[src/rtl/rotate_ctrl.sv]
// rotate_ctrl: sequences one tetromino rotation through bounds and board-occupancy checks.
//   Clk, Reset (async, active-high)
//   rot_req_left/right, piece_lock : one-cycle requests / abort from lock logic
//   block [2:0] (CYAN=0, YELLOW=1, ...), cur_x/cur_y, cur_orient (NORMAL=0, ROT_LEFT=1, ROT2=2, ROT_RIGHT=3)
//   dp_rot_left -> rotate_blocks, dp_x/dp_y <- rotate_blocks
//   brd_rd_x/y, brd_rd_en -> board RAM, brd_occ <- board RAM (one cycle later)
//   busy, upd_valid, new_x/new_y/new_orient, rot_fail : status and result to the piece register
//   Optional wall kick (retry at x+1, then x-1) when ROT_WALL_KICK_EN is defined.
module rotate_ctrl #(
  parameter int BOARD_W = 10,
  parameter int BOARD_H = 20,
  parameter int COORD_W = 5
) (
  input  logic                 Clk,
  input  logic                 Reset,
  input  logic                 rot_req_left,
  input  logic                 rot_req_right,
  input  logic                 piece_lock,
  input  logic [2:0]           block,
  input  logic [4*COORD_W-1:0] cur_x,
  input  logic [4*COORD_W-1:0] cur_y,
  input  logic [1:0]           cur_orient,
  output logic                 dp_rot_left,
  input  logic [4*COORD_W-1:0] dp_x,
  input  logic [4*COORD_W-1:0] dp_y,
  output logic [COORD_W-1:0]   brd_rd_x,
  output logic [COORD_W-1:0]   brd_rd_y,
  output logic                 brd_rd_en,
  input  logic                 brd_occ,
  output logic                 busy,
  output logic                 upd_valid,
  output logic [4*COORD_W-1:0] new_x,
  output logic [4*COORD_W-1:0] new_y,
  output logic [1:0]           new_orient,
  output logic                 rot_fail
);
  localparam logic [2:0] YELLOW = 3'd1;
  localparam logic [1:0] NORMAL = 2'd0;
  localparam logic [COORD_W:0] BW = (COORD_W+1)'(BOARD_W);
  localparam logic [COORD_W-1:0] BH = COORD_W'(BOARD_H);
  typedef enum logic [3:0] {IDLE, LATCH, CHECK0, CHECK1, CHECK2, CHECK3, DRAIN, COMMIT, REJECT} state_t;
  state_t state, nxt;
  logic dir, keep, flag, flag_n, rd_pend, accept, checking, retry;
  logic [4*COORD_W-1:0] cand_x, cand_y, sh_x;
  logic [1:0] cand_o, idx;
  logic [COORD_W:0] koff;
  logic [COORD_W:0] ext [4];
  logic [3:0] oob;
`ifdef ROT_WALL_KICK_EN
  logic [1:0] kick;
  // kick 0: no shift, 1: x+1, 2: x-1 (all-ones offset wraps column 0 out of bounds)
  assign koff = kick == 2'd1 ? (COORD_W+1)'(1) : kick == 2'd2 ? '1 : '0;
  assign retry = kick != 2'd2;
`else
  assign koff = '0;
  assign retry = 1'b0;
`endif
  // one extra bit so x+1 overflow and x-1 underflow both land at or above BOARD_W
  for (genvar i = 0; i < 4; i++) begin : g_cell
    assign ext[i] = {1'b0, cand_x[i*COORD_W +: COORD_W]} + koff;
    assign sh_x[i*COORD_W +: COORD_W] = ext[i][COORD_W-1:0];
    assign oob[i] = ext[i] >= BW || cand_y[i*COORD_W +: COORD_W] >= BH;
  end
  assign checking = state inside {CHECK0, CHECK1, CHECK2, CHECK3};
  assign idx = 2'(state - CHECK0);
  // busy covers the result pulse cycle so a request there is dropped
  assign busy = state != IDLE || upd_valid || rot_fail;
  assign accept = !busy && (rot_req_left ^ rot_req_right) && !piece_lock;
  assign brd_rd_en = checking && !oob[idx] && !piece_lock;
  assign brd_rd_x = brd_rd_en ? sh_x[idx*COORD_W +: COORD_W] : '0;
  assign brd_rd_y = brd_rd_en ? cand_y[idx*COORD_W +: COORD_W] : '0;
  assign flag_n = flag || (rd_pend && brd_occ) || (checking && oob[idx]);
  assign dp_rot_left = dir;
  always_comb begin
    nxt = state;
    case (state)
      IDLE: nxt = accept ? (block == YELLOW ? COMMIT : LATCH) : IDLE;
      LATCH, CHECK0, CHECK1, CHECK2, CHECK3: nxt = state_t'(state + 4'd1);
      DRAIN: nxt = !flag_n ? COMMIT : retry ? CHECK0 : REJECT;
      default: nxt = IDLE;
    endcase
    if (piece_lock && state != IDLE) nxt = IDLE;
  end
  always_ff @(posedge Clk or posedge Reset)
    if (Reset) begin
      state <= IDLE;
      dir <= 1'b0;
      keep <= 1'b0;
      flag <= 1'b0;
      rd_pend <= 1'b0;
      cand_x <= '0;
      cand_y <= '0;
      cand_o <= NORMAL;
      upd_valid <= 1'b0;
      rot_fail <= 1'b0;
      new_x <= '0;
      new_y <= '0;
      new_orient <= NORMAL;
`ifdef ROT_WALL_KICK_EN
      kick <= 2'd0;
`endif
    end else begin
      state <= nxt;
      rd_pend <= brd_rd_en;
      upd_valid <= state == COMMIT && !piece_lock;
      rot_fail <= state == REJECT && !piece_lock;
      flag <= checking && !piece_lock ? flag_n : 1'b0;
      if (accept) begin
        dir <= rot_req_left;
        keep <= block == YELLOW;
        cand_x <= cur_x;
        cand_y <= cur_y;
        cand_o <= cur_orient;
      end
      if (state == LATCH) begin
        cand_x <= dp_x;
        cand_y <= dp_y;
        cand_o <= cur_orient;
      end
`ifdef ROT_WALL_KICK_EN
      kick <= accept ? 2'd0 : state == DRAIN && flag_n && retry ? kick + 2'd1 : kick;
`endif
      if (state == COMMIT && !piece_lock) begin
        new_x <= sh_x;
        new_y <= cand_y;
        new_orient <= keep ? cand_o : dir ? cand_o + 2'd1 : cand_o - 2'd1;
      end
    end
endmodule
[config.mk]
export PLATFORM = sky130hd
export DESIGN_NAME = rotate_ctrl
export DESIGN_NICKNAME = d
export VERILOG_FILES = /design/src/rtl/rotate_ctrl.sv
export SDC_FILE = /design/constraint.sdc
export NUM_CORES = 1
export LEC_CHECK = 0
export CORE_UTILIZATION = 42
export CTS_CLUSTER_DIAMETER = 60
export DETAILED_ROUTE_END_ITERATION = 12
export PLACE_DENSITY = 0.77
export SYNTH_ARGS = -nofsm -noshare
export SYNTH_HDL_FRONTEND = slang
export SYNTH_SLANG_ARGS = --single-unit
[constraint.sdc]
create_clock -name Clk -period 3.14 [get_ports Clk]
set_clock_uncertainty 0.1 [all_clocks]
set_input_delay 0.471 -clock Clk [delete_from_list [all_inputs] [get_ports Clk]]
set_output_delay 0.471 -clock Clk [all_outputs]
set_load 0.005 [all_outputs]
Yosys cells after proc, flatten, opt, wreduce, memory -nomap -nowiden:

Index checks and enable logic that the tools add are counted.

* logic and storage cells: 83
* ROM bits: 0
* bits in registers: 94
* output and inout port bits: 57
* bits of input ports: 91
* bits in latches: 0
* memories: 0
* bits in writable memories: 0

* reductions and logical operators: 26
* multiply operators: 1
* eq/ne operators: 9
* shifts and indexed selects: 2
* add/subtract/negate cells: 4
* mux-type cells: 18
* magnitude comparators: 9
* bitwise operators: 1
* divide/modulo/power cells: 0

Operators by type and width (count)
* two-way mux 20 bit: 4
* variable part select 20 x 6 -> 5 bit: 2
* >= comparator 5 x 4 -> 1 bit, second input constant: 4
* >= comparator 5 bit, second input constant: 4
* == test 4 x 3 -> 1 bit, second input constant: 4
* one-hot mux 4 bit (3 select lines): 1
* logical AND 1 bit: 10
* two-way mux 5 bit: 2
* == test 4 x 2 -> 1 bit, second input constant: 2
* logical OR 1 bit: 8
* two-way mux 2 bit: 4
* two-way mux 4 bit: 2
* nonzero test 4 bit: 2
* two-way mux 3 bit: 2
* multiplier 2 x 3 -> 5 bit, second input constant: 1
* OR reduction 5 bit: 1
* adder 4 x 1 -> 4 bit, second input constant: 1
* == test 4 x 1 -> 1 bit, second input constant: 1
* == test 4 bit, second input constant: 1
* logical NOT 4 bit: 1
* == test 3 x 1 -> 1 bit, second input constant: 1
* logical NOT 1 bit: 3
* less-than comparator 2 x 3 -> 1 bit, second input constant: 1
* adder 2 x 1 -> 2 bit, second input constant: 1
* 6 further kinds: 7

Longest topological paths before layout:

Gate-level depths: netlist of run 1.

* depth after elaboration: 9
* gate-level depth with buffers: 10
* depth with buffers taken out: 7

Worst setup path before layout of run 1:

OpenSTA, ideal clock, no wires.

* path kind: register to output
* from: register state[0]
* to: output brd_rd_x[0]
* arrival time: 1.737 ns
* buffers on the path: 2
* slack: 0.832 ns
* stages on the path, launching flop included: 9
* cells stage by stage: dfrtp_1 buf_2 inv_1 ha_1 nor2_1 a211o_1 nor2_1 buf_2 and3_1

* cells in the longest elaborated chain, start to end: 7
* elaborated cells between the ends (all ways): 14

RTL lines
* start: declaration: RTL line 42 `state_t state, nxt;`
* start signal: assignment: RTL line 103 `state <= nxt;`
* branches (longest 6 deep; another with multiplier 2 x 3 -> 5 bit)
* two-way mux 5 bit *: RTL line 70 `assign brd_rd_x = brd_rd_en ? sh_x[idx*COORD_W +: COORD_W] : '0;`
* end: declaration: RTL line 26 `output logic [COORD_W-1:0] brd_rd_x,`

Mark *: on every way between the ends. The select of a mux whose other input is x is not followed.

Worst setup path in the final report of run 1:

* from: register state[1]
* to: output brd_rd_y[4]

* cells in the longest elaborated chain, start to end: 7
* elaborated cells between the ends (all ways): 14

RTL lines
* branches (longest 6 deep; another with multiplier 2 x 3 -> 5 bit)
* two-way mux 5 bit *: RTL line 71 `assign brd_rd_y = brd_rd_en ? cand_y[idx*COORD_W +: COORD_W] : '0;`
* end: declaration: RTL line 27 `output logic [COORD_W-1:0] brd_rd_y,`

Marked as above.

==> results.json, run 1 <==
{
  "initial_utilization_pct": 43.35,
  "row_count": 37,
  "power_switching_mw": 1.790,
  "synthSimpleGateAreaFrac_pct": 13.89,
  "die_w_um": 105.5,
  "dp_hpwl_um": 8677,
  "netSwitchingFraction_pct": 37.03,
  "layout-drive-gt1-share_pct": 18.15,
  "root_buffer": "clkbuf_8",
  "cp.arrival_ns": 2.48,
  "power.share.combinational_pct": 41.5,
  "yosysSeqAreaShare_pct": 52.32,
  "synth_compound_area_share_pct": 9.018,
  "io_pins": 148,
  "yosysWarnings": 0,
  "synth_xor_xnor_area_share_pct": 0.9741,
  "drv_cap": 0,
  "seqPwrFrac_pct": 42.5,
  "finalInstanceArea_um2": 6346,
  "synth_area_um2": 4496,
  "outcome": "completed",
  "leakage_nw": 2.840,
  "nets": 652,
  "vias_per_cell": 5.325,
  "relSlewSlack_pct": 48.88,
  "grt_util_all_layers_pct": 21.93,
  "synth_edf_count": 0,
  "antenna_cells": 0,
  "drt_pass1_iterations": 4,
  "clk_latency_ns": 0.36,
  "cts_tree": "yes",
  "grt_max_degree": 62,
  "endpoint": "brd_rd_y[4]",
  "setup_viol": 0,
  "clock.fmax_mhz": 327.8,
  "vdd_drop_max_v": 0.0003439,
  "hold_viol_final": 0,
  "synth_top_family_by_area": "multiplexers",
  "htreeDepth": 3,
  "r2r-end": "cand_y[0]$_DFFE_PP0P_",
  "ys_async_sr_fraction_pct": 100.0,
  "core_area_um2": 10370,
  "synth_nets": 505,
  "vias": 3717,
  "worst_slew_pin_slew_ns": 0.7667,
  "hold_depth": 1,
  "place_area_um2": 6103,
  "r2r_slack_ns": 0.79,
  "antenna_found_initial": 0,
  "grt_overflow": 0,
  "drc_errors": 0,
  "synth_fa_ha_area_share_pct": 1.113,
  "netlist_instances": 410,
  "antenna_left": 0,
  "multi_input_area_um2": 1969,
  "power_frac_clock_pct": 16.0,
  "cp-end-kind": "primary output",
  "hold_class": "register to register",
  "portBuffers": 146,
  "place.gp.congestion": 0.8392,
  "routedWlPerCell_um": 16.85,
  "preCtsSetupSlack_ns": 0.4235,
  "synthMuxAreaShare_pct": 18.20,
  "area_delta_synth_final_pct": 41.16,
  "fin_ws_ns": 0.08931,
  "seq_area_um2": 2354,
  "path_max_fanout": 5,
  "finalCriticalPeriod_ns": 3.051,
  "grt_pass1_vias": 3817,
  "synth-seq-cells": 94,
  "die_area_um2": 11120,
  "fp.dieH_um": 105.5,
  "wl_um": 11760,
  "drv_slew": 0,
  "r2r-start": "state[1]$_DFF_PP0_",
  "cts.sinks": 94,
  "cts_buffers": 9,
  "startpoint_type": "register",
  "finalCritPeriodShare_pct": 97.16,
  "fillCellCount": 865,
  "synth.distinct_cells": 43,
  "required_ns": 2.57,
  "grt_pass1_wl_um": 19000,
  "critPathKind": "register to primary output",
  "synth_flop_cell": "dfrtp_1",
  "internal_power_mw": 3.044,
  "clkSlewWorstSetupHoldPaths_ns": 0.10,
  "power_density_nw_per_um2": 761.7,
  "first_iter_violations": 177,
  "reg2reg_depth": 7,
  "clock_path_buffers": 2,
  "setup.worst_path.start": "state[1]$_DFF_PP0_",
  "syn_area_per_cell_um2": 10.96
}
## state kept, by name, summed over array words and instances, names as in the netlist, 2 cells and up
signal and cells:
cand_o 2, cand_x 20, cand_y 20, new_orient 2
new_x 20, new_y 20, state 4
## metal layers
metal | part of all wire, % | wire length, µm | track usage [%]
met5 | 0 | 0 | 0
met2 | 47 | 5495 | 35.48
met3 | 8.3 | 976 | 6.494
met1 | 43 | 5064 | 28.01
met4 | 1.9 | 222 | 7.646
## timing repair
item,CTS,global route
setup buffers,0,2
endpoints found under the setup margin,0,10
hold buffers,0,0
resized for setup,0,13
## how the worst min path moves through the flow
stage | startpoint | endpoint | slack, ns
2_1_floorplan | flag$_DFF_PP0_ | flag$_DFF_PP0_ | 0.39
4_1_cts | new_x[14]$_DFFE_PP0P_ | new_x[14]$_DFFE_PP0P_ | 0.42
3_5_place_dp | new_x[0]$_DFFE_PP0P_ | new_x[0]$_DFFE_PP0P_ | 0.40
3_3_place_gp | new_x[1]$_DFFE_PP0P_ | new_x[1]$_DFFE_PP0P_ | 0.39
5_1_grt | new_x[6]$_DFFE_PP0P_ | new_x[6]$_DFFE_PP0P_ | 0.43
6_report | new_x[13]$_DFFE_PP0P_ | new_x[13]$_DFFE_PP0P_ | 0.41
## critical path, stage by stage (launching register included)
cell and delay (ns):
dfrtp_1 0.43, inv_2 0.12, ha_2 0.22, nor2_1 0.05, a211o_1 0.35, nor2_2 0.12
buf_4 0.16, and3_1 0.17, clkdlybuf4s50_1 0.51
## kinds of logic after synthesis
logic type	after synthesis
simple gates	140
flops	94
compound gates	67
mux	65
buf+inv	34
xor+xnor	5
fa+ha+maj	4
other cells	1
## per-stage QoR
stage | std cells | utilization (%) | setup TNS [ns] | hold WS, ns | total power [mW]
after floorplan | 410 | - | 0 | 0.3923 | 3.190
after global placement | 680 | 58.86 | 0 | 0.3908 | 3.978
after detailed placement | 680 | 58.86 | 0 | 0.3950 | 4.045
after CTS | 696 | 60.70 | 0 | 0.4163 | 4.811
after global routing | 698 | 61.20 | -0.05299 | 0.4338 | 5.162
final | 698 | 61.20 | 0 | 0.4129 | 4.834
## power groups by stage
| stage | Combinational (mW) | Sequential (mW) | Clock [mW] |
|---|---|---|---|
| global placement | 1.93 | 2.05 | 0 |
| global route | 2.21 | 2.11 | 0.835 |
| finish | 2.00 | 2.06 | 0.773 |
| detailed placement | 1.98 | 2.07 | 0 |
| CTS | 1.98 | 2.04 | 0.786 |
| floorplan | 1.27 | 1.92 | 0 |
## synth_stat cells (3+ instances only)
library cell | instances | area [µm²]
nand2_1 | 75 | 281.5
o21ai_1 | 10 | 50.05
mux2_2 | 44 | 495.5
mux4_2 | 9 | 202.7
a21oi_1 | 9 | 45.04
ha_1 | 4 | 50.05
and3_1 | 9 | 56.30
xor2_1 | 3 | 26.28
dfrtp_1 | 94 | 2352
buf_2 | 8 | 40.04
o211ai_1 | 3 | 22.52
buf_6 | 4 | 45.04
nor2_1 | 40 | 150.1
buf_4 | 8 | 60.06
clkbuf_1 | 8 | 30.03
a31oi_1 | 29 | 181.4
mux2i_1 | 12 | 120.1
o21ai_0 | 8 | 40.04
inv_1 | 5 | 18.77
## layout by cell type, fill, tap and decap left out, types with 3 or more instances in the layout
cell type,count
clkdlybuf4s50_1,143
dfrtp_1,93
nand2_1,74
mux2_2,44
nor2_1,39
a31oi_1,29
buf_4,14
mux2i_1,12
o21ai_1,10
clkbuf_8,10
a21oi_1,9
mux4_2,9
and3_1,9
o21ai_0,8
xor2_1,3
inv_2,3
o211ai_1,3
dlymetal6s2s_1,3
## layout make-up
class	count	area share [%]
Sequential cell	94	37.09
Multi-Input combinational cell	282	31.03
Timing Repair Buffer	164	25.79
Tap cell	136	2.681
Clock buffer	10	2.169
Clock inverter	6	0.8478
Inverter	6	0.3943
No activity file was read; power rests on OpenSTA's default activity.
==> inputs of run 2 (changes only) <==
- CORE_UTILIZATION: 42 -> 25
- PLACE_DENSITY: 0.77 -> unset
- SETUP_SLACK_MARGIN: unset -> 0.4
==> run 2 against run 1 <==
Net effect: wire length increased by 21%; critical path depth increased by 1; via count increased by 2.8%; worst setup slack improved by 0.31 ns; critical path type unchanged.
==> results.json, run 2 (synthesis results as in run 1) <==
{
  "outcome": "completed",
  "seq_area_um2": 2355,
  "hold_viol_final": 0,
  "cp.arrival_ns": 2.17,
  "hold_buffers": 0,
  "required_ns": 2.57,
  "antenna_found_initial": 0,
  "grt_util_all_layers_pct": 15.98,
  "power_density_nw_per_um2": 820.2,
  "clock_path_buffers": 2,
  "finalSetupTns_ns": 0,
  "drv_cap": 0,
  "layout_commonest_cell": "clkdlybuf4s50_1",
  "cts.sinks": 94,
  "use_met1_pct": 18.47,
  "initial_utilization_pct": 25.81,
  "grt_pass1_wl_um": 21990,
  "place.gp.congestion": 0.8699,
  "die_w_um": 136.1,
  "vias": 3822,
  "portBuffers": 146,
  "core_area_um2": 17420,
  "place_area_um2": 6193,
  "nets": 669,
  "finalCriticalPeriod_ns": 2.739,
  "grt_pass1_vias": 4032,
  "io_pins": 148,
  "row_count": 48,
  "grt_overflow": 0,
  "preCtsSetupSlack_ns": 0.2409,
  "relSlewSlack_pct": 62.58,
  "hold_class": "register to register",
  "leakage_nw": 2.937,
  "finalCritPeriodShare_pct": 87.23,
  "cp-end-kind": "primary output",
  "drt_pass1_iterations": 6,
  "grt_util_met2_pct": 26.99,
  "grt_max_degree": 95,
  "fp.dieH_um": 136.1,
  "rsz0062_at_grt": "yes",
  "htreeDepth": 3,
  "cts_buffers": 9,
  "drv_slew": 0,
  "area_delta_synth_final_pct": 50.38,
  "finalInstanceArea_um2": 6760,
  "antenna_left": 0,
  "worst_slew_pin_slew_ns": 0.5613,
  "path_max_fanout": 8,
  "startpoint_type": "register",
  "clk_latency_ns": 0.35,
  "root_buffer": "clkbuf_16",
  "fin_ws_ns": 0.4008,
  "vias_per_cell": 4.754,
  "cts_tree": "yes",
  "setup_viol": 0,
  "layout-drive-gt1-share_pct": 23.49,
  "use_met3_pct": 5.518,
  "die_area_um2": 18520,
  "first_iter_violations": 146,
  "vdd_drop_max_v": 0.0003351,
  "wl_um": 14260,
  "clock.fmax_mhz": 365.1,
  "multi_input_area_um2": 2034,
  "routedWlPerCell_um": 17.74,
  "drc_errors": 0,
  "dp_hpwl_um": 9889,
  "fillCellCount": 1717,
  "antenna_cells": 0,
  "clkSlewWorstSetupHoldPaths_ns": 0.07,
  "critPathKind": "register to primary output",
  "grt_busiest_layer": "met2",
  "mostFrequentLayoutCells": "136 x clkdlybuf4s50_1, 92 x dfrtp_1, 74 x nand2_1"
}
[run 2: cell count changes in the layout (fill, tap and decap cells not counted), moves of 2 or more]
cell / before / now
buf_4: 14 / 26
clkbuf_8: 10 / 0
clkbuf_16: 0 / 9
clkbuf_2: 0 / 9
clkdlybuf4s50_1: 143 / 136
and3_1: 9 / 5
and3_4: 0 / 4
dlymetal6s2s_1: 3 / 0
buf_12: 2 / 4
buf_6: 2 / 4
clkinv_4: 2 / 0
clkinvlp_4: 1 / 3
ha_4: 1 / 3
inv_2: 3 / 1
[run 2: path summary, 6_finish.rpt]
kind	startpoint	to	slack [ns]	depth (start not counted)
min	new_y[15]$_DFFE_PP0P_	new_y[15]$_DFFE_PP0P_	0.41	1
min reg2reg	new_y[15]$_DFFE_PP0P_	new_y[15]$_DFFE_PP0P_	0.41	1
min in group asynchronous	Reset	new_y[0]$_DFFE_PP0P_	0.52	3
max reg2reg	state[0]$_DFF_PP0_	cand_y[15]$_DFFE_PP0P_	0.67	8
max	state[0]$_DFF_PP0_	brd_rd_x[0]	0.40	9
max in group asynchronous	Reset	cand_x[1]$_DFFE_PP0P_	2.05	3
[run 2: layer usage]
| metal | share of wire, % | vias up |
|---|---|---|
| li1 | - | 1759 |
| met5 | 0 | - |
| met4 | 2.3 | 0 |
| met3 | 7.2 | 21 |
| met2 | 51 | 139 |
| met1 | 40 | 1903 |
[run 2: final cells by class]
cell class                 instances  share of cell area, %
inverter                           6                 0.4627
clock buffer                       9                  3.331
tap                              225                  4.164
multi-input combinational        282                  30.09
sequential                        94                  34.83
timing repair buffer             181                  25.91
clock inverter                     7                  1.203
[run 2: critical path, stage by stage, from the launching register on]
cell	delay [ns]
dfrtp_2	0.47
inv_4	0.11
ha_4	0.16
nor3_4	0.05
a211o_1	0.35
nor2_4	0.13
buf_8	0.16
buf_6	0.10
and3_4	0.17
clkbuf_2	0.10
[run 2: through the flow]
step	util (%)	instances	total power [mW]	hold WS, ns
6_report	38.81	804	5.545	0.4076
5_1_grt	38.81	804	5.908	0.4253
4_1_cts	38.22	792	5.424	0.4106
3_5_place_dp	35.56	766	4.121	0.3955
3_3_place_gp	35.56	766	4.036	0.3922
2_1_floorplan	-	410	3.190	0.3923
[run 2: timing repair]
action,CTS,global route
pin swaps,3,8
setup endpoints to repair,10,10
resized for setup,34,30
buffers inserted,10,12
[run 2: power breakdown]
part / leakage [nW] / total, mW / switching, mW / internal (mW)
logic: 1.58 / 2.32 / 1.08 / 1.24
clock network: 0.146 / 1.14 / 0.509 / 0.630
registers: 1.21 / 2.08 / 0.439 / 1.64
total: 2.94 / 5.55 / 2.03 / 3.51
